===== config.mk =====
export PLATFORM = sky130hd
export DESIGN_NAME = vga_scan_compose
export DESIGN_NICKNAME = d
export VERILOG_FILES = /design/src/rtl/vga_scan_compose_pkg.sv /design/src/rtl/vga_timing_gen.sv /design/src/rtl/vga_scan_compose.sv
export SDC_FILE = /design/constraint.sdc
export NUM_CORES = 1
export LEC_CHECK = 0
export CORE_MARGIN = 1
export CORE_UTILIZATION = 35
export DETAILED_ROUTE_END_ITERATION = 8
export PLACE_DENSITY = 0.57
export REMOVE_ABC_BUFFERS = 1
export SLEW_MARGIN = 5
export SYNTH_ARGS = -nofsm -noshare
export SYNTH_HDL_FRONTEND = slang
export SYNTH_SLANG_ARGS = --single-unit

===== constraint.sdc =====
create_clock -name clk -period 2.8 [get_ports clk]
set_clock_uncertainty 0.05 [all_clocks]
set_input_delay 0.42 -clock clk [delete_from_list [all_inputs] [get_ports clk]]
set_output_delay 0.42 -clock clk [all_outputs]
set_load 0.02 [all_outputs]

===== src/rtl/vga_scan_compose_pkg.sv =====
// Shared 720p raster constants, colour width, default window box and region classes.
package vga_scan_compose_pkg;

  localparam int X_W   = 11;
  localparam int Y_W   = 10;
  localparam int RGB_W = 12;

  // 1280x720 @ 60 Hz timing, 74.25 MHz pixel clock
  localparam int H_ACTIVE_720 = 1280;
  localparam int H_FP_720     = 110;
  localparam int H_SYNC_720   = 40;
  localparam int H_BP_720     = 220;
  localparam int H_TOTAL_720  = H_ACTIVE_720 + H_FP_720 + H_SYNC_720 + H_BP_720;

  localparam int V_ACTIVE_720 = 720;
  localparam int V_FP_720     = 5;
  localparam int V_SYNC_720   = 5;
  localparam int V_BP_720     = 20;
  localparam int V_TOTAL_720  = V_ACTIVE_720 + V_FP_720 + V_SYNC_720 + V_BP_720;

  // Box loaded at reset, before any renderer layout has been accepted
  localparam logic [X_W-1:0] DEF_LEFT   = X_W'(220);
  localparam logic [X_W-1:0] DEF_MID1   = X_W'(500);
  localparam logic [X_W-1:0] DEF_MID2   = X_W'(780);
  localparam logic [X_W-1:0] DEF_RIGHT  = X_W'(1060);
  localparam logic [Y_W-1:0] DEF_TOP    = Y_W'(210);
  localparam logic [Y_W-1:0] DEF_BOTTOM = Y_W'(510);

  typedef enum logic [2:0] {
    BACKGROUND = 3'd0,
    BORDER     = 3'd1,
    WIN1       = 3'd2,
    WIN2       = 3'd3,
    WIN3       = 3'd4
  } region_e;

  // A box is usable only when its columns are strictly ordered and it has height
  function automatic logic box_valid(
    input logic [X_W-1:0] left,
    input logic [X_W-1:0] mid1,
    input logic [X_W-1:0] mid2,
    input logic [X_W-1:0] right,
    input logic [Y_W-1:0] top,
    input logic [Y_W-1:0] bottom
  );
    return (left < mid1) && (mid1 < mid2) && (mid2 < right) && (top < bottom);
  endfunction

endpackage


===== src/rtl/vga_timing_gen.sv =====
// Raster scan counters plus the stage-0 blanking and sync decodes.
module vga_timing_gen
  import vga_scan_compose_pkg::*;
#(
  parameter int H_ACTIVE = H_ACTIVE_720,
  parameter int H_FP     = H_FP_720,
  parameter int H_SYNC   = H_SYNC_720,
  parameter int H_BP     = H_BP_720,
  parameter int V_ACTIVE = V_ACTIVE_720,
  parameter int V_FP     = V_FP_720,
  parameter int V_SYNC   = V_SYNC_720,
  parameter int V_BP     = V_BP_720
) (
  input  logic           clk,
  input  logic           rst_n,
  output logic [X_W-1:0] x,
  output logic [Y_W-1:0] y,
  output logic           de0,
  output logic           hs0,
  output logic           vs0,
  output logic           frame_end
);

  localparam logic [X_W-1:0] X_LAST   = X_W'(H_ACTIVE + H_FP + H_SYNC + H_BP - 1);
  localparam logic [X_W-1:0] X_ACT    = X_W'(H_ACTIVE);
  localparam logic [X_W-1:0] HS_FIRST = X_W'(H_ACTIVE + H_FP);
  localparam logic [X_W-1:0] HS_LAST  = X_W'(H_ACTIVE + H_FP + H_SYNC - 1);
  localparam logic [Y_W-1:0] Y_LAST   = Y_W'(V_ACTIVE + V_FP + V_SYNC + V_BP - 1);
  localparam logic [Y_W-1:0] Y_ACT    = Y_W'(V_ACTIVE);
  localparam logic [Y_W-1:0] VS_FIRST = Y_W'(V_ACTIVE + V_FP);
  localparam logic [Y_W-1:0] VS_LAST  = Y_W'(V_ACTIVE + V_FP + V_SYNC - 1);

  // Column counter runs every cycle; line counter advances on each column wrap
  always_ff @(posedge clk or negedge rst_n) begin
    if (!rst_n) begin
      x <= '0;
      y <= '0;
    end else if (x == X_LAST) begin
      x <= '0;
      if (y == Y_LAST) y <= '0;
      else             y <= y + 1'b1;
    end else begin
      x <= x + 1'b1;
    end
  end

  // Decode visible area, sync windows and the last pixel of the frame
  always_comb begin
    de0       = (x < X_ACT) && (y < Y_ACT);
    hs0       = (x >= HS_FIRST) && (x <= HS_LAST);
    vs0       = (y >= VS_FIRST) && (y <= VS_LAST);
    frame_end = (x == X_LAST) && (y == Y_LAST);
  end

endmodule


===== src/rtl/vga_scan_compose.sv =====
// Raster front end: scan generation, per-frame box shadowing and a two-stage
// compositor that merges three renderer streams with a border and background.
module vga_scan_compose
  import vga_scan_compose_pkg::*;
#(
  parameter int               H_ACTIVE   = H_ACTIVE_720,
  parameter int               H_FP       = H_FP_720,
  parameter int               H_SYNC     = H_SYNC_720,
  parameter int               H_BP       = H_BP_720,
  parameter int               V_ACTIVE   = V_ACTIVE_720,
  parameter int               V_FP       = V_FP_720,
  parameter int               V_SYNC     = V_SYNC_720,
  parameter int               V_BP       = V_BP_720,
  parameter logic [RGB_W-1:0] BORDER_RGB = 12'hFFF,
  parameter logic [RGB_W-1:0] BG_RGB     = 12'h000
) (
  input  logic             clk,
  input  logic             rst_n,
  output logic [X_W-1:0]   x,
  output logic [Y_W-1:0]   y,
  input  logic [X_W-1:0]   left,
  input  logic [X_W-1:0]   right,
  input  logic [X_W-1:0]   mid1,
  input  logic [X_W-1:0]   mid2,
  input  logic [Y_W-1:0]   top,
  input  logic [Y_W-1:0]   bottom,
  input  logic [RGB_W-1:0] pix_1,
  input  logic [RGB_W-1:0] pix_2,
  input  logic [RGB_W-1:0] pix_3,
  output logic [RGB_W-1:0] rgb,
  output logic             hsync,
  output logic             vsync,
  output logic             de,
  output logic             frame_start
);

  logic           de0, hs0, vs0, frame_end;
  logic [X_W-1:0] sh_left, sh_mid1, sh_mid2, sh_right;
  logic [Y_W-1:0] sh_top, sh_bottom;
  region_e        region0, region1;
  logic           de1, hs1, vs1, start1;
  logic [RGB_W-1:0] pix_sel;

  vga_timing_gen #(
    .H_ACTIVE (H_ACTIVE),
    .H_FP     (H_FP),
    .H_SYNC   (H_SYNC),
    .H_BP     (H_BP),
    .V_ACTIVE (V_ACTIVE),
    .V_FP     (V_FP),
    .V_SYNC   (V_SYNC),
    .V_BP     (V_BP)
  ) u_timing (
    .clk       (clk),
    .rst_n     (rst_n),
    .x         (x),
    .y         (y),
    .de0       (de0),
    .hs0       (hs0),
    .vs0       (vs0),
    .frame_end (frame_end)
  );

  // Latch a new box only at the last pixel of a frame, and only if it is well ordered
  always_ff @(posedge clk or negedge rst_n) begin
    if (!rst_n) begin
      sh_left   <= DEF_LEFT;
      sh_mid1   <= DEF_MID1;
      sh_mid2   <= DEF_MID2;
      sh_right  <= DEF_RIGHT;
      sh_top    <= DEF_TOP;
      sh_bottom <= DEF_BOTTOM;
    end else if (frame_end && box_valid(left, mid1, mid2, right, top, bottom)) begin
      sh_left   <= left;
      sh_mid1   <= mid1;
      sh_mid2   <= mid2;
      sh_right  <= right;
      sh_top    <= top;
      sh_bottom <= bottom;
    end
  end

  // Classify the current scan position; split columns fall to the right-hand window
  always_comb begin
    region0 = BACKGROUND;
    if ((x > sh_left) && (x < sh_right) && (y > sh_top) && (y < sh_bottom)) begin
      if (x < sh_mid1)      region0 = WIN1;
      else if (x < sh_mid2) region0 = WIN2;
      else                  region0 = WIN3;
    end else if ((((x == sh_left) || (x == sh_right)) && (y >= sh_top) && (y <= sh_bottom)) ||
                 (((y == sh_top) || (y == sh_bottom)) && (x >= sh_left) && (x <= sh_right))) begin
      region0 = BORDER;
    end
  end

  // Stage 1 lines up the classification and timing with the renderer pixels
  always_ff @(posedge clk or negedge rst_n) begin
    if (!rst_n) begin
      region1 <= BACKGROUND;
      de1     <= 1'b0;
      hs1     <= 1'b0;
      vs1     <= 1'b0;
      start1  <= 1'b0;
    end else begin
      region1 <= region0;
      de1     <= de0;
      hs1     <= hs0;
      vs1     <= vs0;
      start1  <= (x == '0) && (y == '0);
    end
  end

  // Pick the colour source for the stage-1 pixel
  always_comb begin
    pix_sel = BG_RGB;
    case (region1)
      WIN1:    pix_sel = pix_1;
      WIN2:    pix_sel = pix_2;
      WIN3:    pix_sel = pix_3;
      BORDER:  pix_sel = BORDER_RGB;
      default: pix_sel = BG_RGB;
    endcase
  end

  // Stage 2 output register; blanking always drives black
  always_ff @(posedge clk or negedge rst_n) begin
    if (!rst_n) begin
      rgb         <= '0;
      hsync       <= 1'b0;
      vsync       <= 1'b0;
      de          <= 1'b0;
      frame_start <= 1'b0;
    end else begin
      rgb         <= de1 ? pix_sel : '0;
      hsync       <= hs1;
      vsync       <= vs1;
      de          <= de1;
      frame_start <= start1;
    end
  end

endmodule

==> flow_metrics.py <==
metrics = {
    "status": {
        "status": "finished clean",
    },
    "timing": {
        "tightest_slew_ns": 0.862,
        "setup_violations": 0,
        "period_share_pct": 95.6,
        "rsz0062_at_grt": "yes",
        "fin_crit_ns": 2.68,
        "hold_viol": 0,
        "fmax_ghz": 0.374,
        "max-slew-margin-rel_pct": 42.4,
        "maxSlewViolCount": 0,
        "setup_slack_ns": 0.124,
    },
    "synth": {
        "ys_top_cells_by_count": "ha_1, inv_1, dfrtp_1",
        "synth_compound_area_share_pct": 13.0,
        "synth_area_mm2": 0.00720,
        "synthMuxAreaShare_pct": 10.7,
        "synthFlopType": "dfrtp_1",
        "synth-seq-area-share_pct": 38.0,
        "synth_top_family_by_area": "adder cells",
        "ys_warn_count": 0,
        "synth_edf_count": 0,
        "synthTopCellsByArea": "dfrtp_1, ha_1, dfstp_2",
        "ys_ff_latch": 108,
        "synth_largest_area_cell": "dfrtp_1",
        "ys_types": 56,
        "yosysMostFrequentCell": "ha_1",
        "synth-xor-area-share_pct": 1.09,
        "synth-simple-area-share_pct": 11.4,
        "async_reset_ff_share_pct": 100,
        "yosysTopAreaCellShare_pct": 27.1,
        "synthAdderAreaFrac_pct": 18.8,
        "synth.avg_cell_area_um2": 10.1,
        "postSynthCellCount": 714,
    },
    "global_routing": {
        "grt_util_met2_pct": 31.2,
        "top_usage_layer": "met2",
        "track_usage_pct": 19.0,
        "grt_pass1_wl_mm": 32.0,
        "grt_max_degree": 52,
        "grt_pass1_vias": 6144,
        "antenna_found_initial": 0,
        "grt_overflow_total": 0,
        "met1_usage_pct": 25.6,
        "use_met3_pct": 2.82,
    },
    "routing": {
        "dr.pass1.iters": 4,
        "viasPerCell": 4.87,
        "ant_nets": 0,
        "drt_iter0_markers": 233,
        "post_drt_wl_per_cell_um": 15.6,
        "drc": 0,
        "vias": 5984,
        "wl_mm": 19.2,
    },
    "cells_and_area": {
        "final_layout_size_suffix_gt1_share_pct": 19.0,
        "final_nets": 1163,
        "final_cells": 1228,
        "final_area_mm2": 0.00999,
        "syn2layout_area_growth_pct": 38.6,
        "fin_util_pct": 49.4,
        "antenna_cells": 0,
    },
    "clock_network": {
        "cts_tree": "built",
        "cts_sinks": 108,
        "post_cts_buffers": 0,
        "numCtsBuffers": 9,
        "clkTransAtPathRegs_ns": 0.07,
        "htree_levels": 3,
        "clock_latency_ns": 0.36,
        "cts_root_buffer": "clkbuf_16",
        "clk_path_buf_depth": 2,
    },
    "floorplanning": {
        "die_height_um": 145,
        "num_rows": 52,
        "initial_core_util_pct": 35.6,
        "io_pins": 139,
        "fp.coreArea_mm2": 0.0202,
        "die_area_mm2": 0.0212,
        "die_x_um": 145,
    },
    "worst_setup_path": {
        "start_kind": "primary input",
        "required_ns": 2.99,
        "cpPeakStageDelay_ns": 0.45,
        "crit_chain": "clkdlybuf4s50_1 > inv_1 > ha_1 > a21o_1 > a21o_1 > a21oi_1 > buf_4 > o22ai_1 > nor2_1 > o2111ai_4 > buf_4 > mux2_4",
        "slowest_stage": "clkdlybuf4s50_1",
        "end_kind": "flop",
        "worstPathMaxFanout": 10,
        "arrival_ns": 2.87,
        "crit_type": "primary input to flop",
    },
    "power_and_ir_drop": {
        "pwr-share-comb_pct": 29.1,
        "p_int_mw": 3.11,
        "p_per_area_mw_per_mm2": 438,
        "p_sw_mw": 1.27,
        "clkPwrFrac_pct": 30.4,
        "seqPwrFrac_pct": 40.5,
        "p_sw_share_pct": 29.0,
        "power_mw": 4.38,
        "power.static_leakage_nw": 5.29,
        "ir_drop_uv": 265,
    },
    "min_path": {
        "min_path_type": "primary input to async pin",
    },
    "placed_design": {
        "detailed_place.area_mm2": 0.00967,
        "gp_congestion": 0.850,
        "dp_worst_setup_slack_ns": -0.305,
        "dp_hpwl_mm": 15.4,
        "port_buffers": 138,
        "placed_cells": 1212,
    },
    "job": {
        "cap_violations": 0,
    },
}
state kept, by name, indices dropped and copies added, names as in the netlist:
| signal | flops |
|---|---|
| hsync | 1 |
| u_timing.x | 11 |
| sh_top | 10 |
| de | 1 |
| vs1 | 1 |
| start1 | 1 |
| vsync | 1 |
| hs1 | 1 |
| region1 | 3 |
| frame_start | 1 |
| de1 | 1 |
| sh_bottom | 10 |
| u_timing.y | 10 |
| rgb | 12 |
| sh_right | 11 |
| sh_left | 11 |
| sh_mid1 | 11 |
| sh_mid2 | 11 |
power groups by stage:
stage | Sequential (mW) | Clock [mW] | Combinational, mW
5_1_grt | 1.79 | 1.43 | 1.41
2_1_floorplan | 1.93 | 0 | 0.521
3_3_place_gp | 1.80 | 0 | 1.28
3_5_place_dp | 1.80 | 0 | 1.29
6_report | 1.77 | 1.33 | 1.27
4_1_cts | 1.77 | 1.38 | 1.29
path summary, 6_finish.rpt:
path	endpoint	slack [ns]	start	cells after the start
setup / recovery	sh_left[10]$_DFFE_PN0P_	0.12	bottom[3]	12
hold / removal	hsync$_DFF_PN0_	0.004	rst_n	1
setup reg to reg	sh_left[10]$_DFFE_PN0P_	0.13	u_timing.x[1]$_DFF_PN0_	8
hold reg to reg	vsync$_DFF_PN0_	0.30	vs1$_DFF_PN0_	0
max in group asynchronous	sh_right[10]$_DFFE_PN1P_	1.95	rst_n	2
min in group clk	vsync$_DFF_PN0_	0.30	vs1$_DFF_PN0_	0
logic make-up after synthesis:
logic type	Yosys count
simple gates	154
compound gates	145
buf+inv	124
fa+ha+maj	108
flops	108
mux	66
xor+xnor	9
stage by stage:
step | hold WS [ns] | setup TNS, ns
floorplan | 0.0744 | -220.24
global placement | 0.285 | -11.41
detailed placement | 0.290 | -12.95
CTS | 0.0192 | 0
global route | 0.0395 | -0.163
finish | 0.00435 | 0
worst max-delay path: cells and delay by family:
| family | cells | cell delay [ns] |
|---|---|---|
| muxes | 1 | 0.31 |
| and+or+nand+nor | 1 | 0.17 |
| buffers and inverters | 4 | 0.88 |
| AOI/OAI and AO/OA | 5 | 0.77 |
| adders and majority gates | 1 | 0.30 |
cell usage in the layout (no fill, tap or decap), types with 8 or more instances in the layout:
cell type and instances:
mux2_4 21, a22oi_1 15, clkbuf_16 9, a21oi_1 45, o21ai_0 27, mux2i_1 41
ha_1 108, nor3_1 13, buf_4 107, nand2_1 25, dfstp_2 30, o22a_1 14
dfrtp_1 78, a21o_1 16, nor2_1 32, nand2b_1 8, nand4_1 22, inv_1 106
clkdlybuf4s50_1 137, nand3_1 18
cell type report:
type | instances | area, µm²
repair buffers | 246 | 2210
inverters | 106 | 398
clock buffers | 10 | 239
fillers | 1923 | 10200
multi-input cells | 482 | 3990
clock inverters | 6 | 68.8
flip-flops and latches | 108 | 2740
well taps | 270 | 338
metal layers:
metal | wire [µm] | part of all wire, % | vias to the layer above
met5 | 0 | 0 | -
met4 | 311 | 1.6 | 0
met3 | 722 | 3.8 | 19
met2 | 8900 | 46 | 127
met1 | 9250 | 48 | 2814
li1 | - | - | 3024
what timing repair did:
action,4_1_cts,5_1_grt
hold buffers,0,0
endpoints found under the setup margin,0,45
resized for setup,0,2
Power figures use the tool's default switching activity.
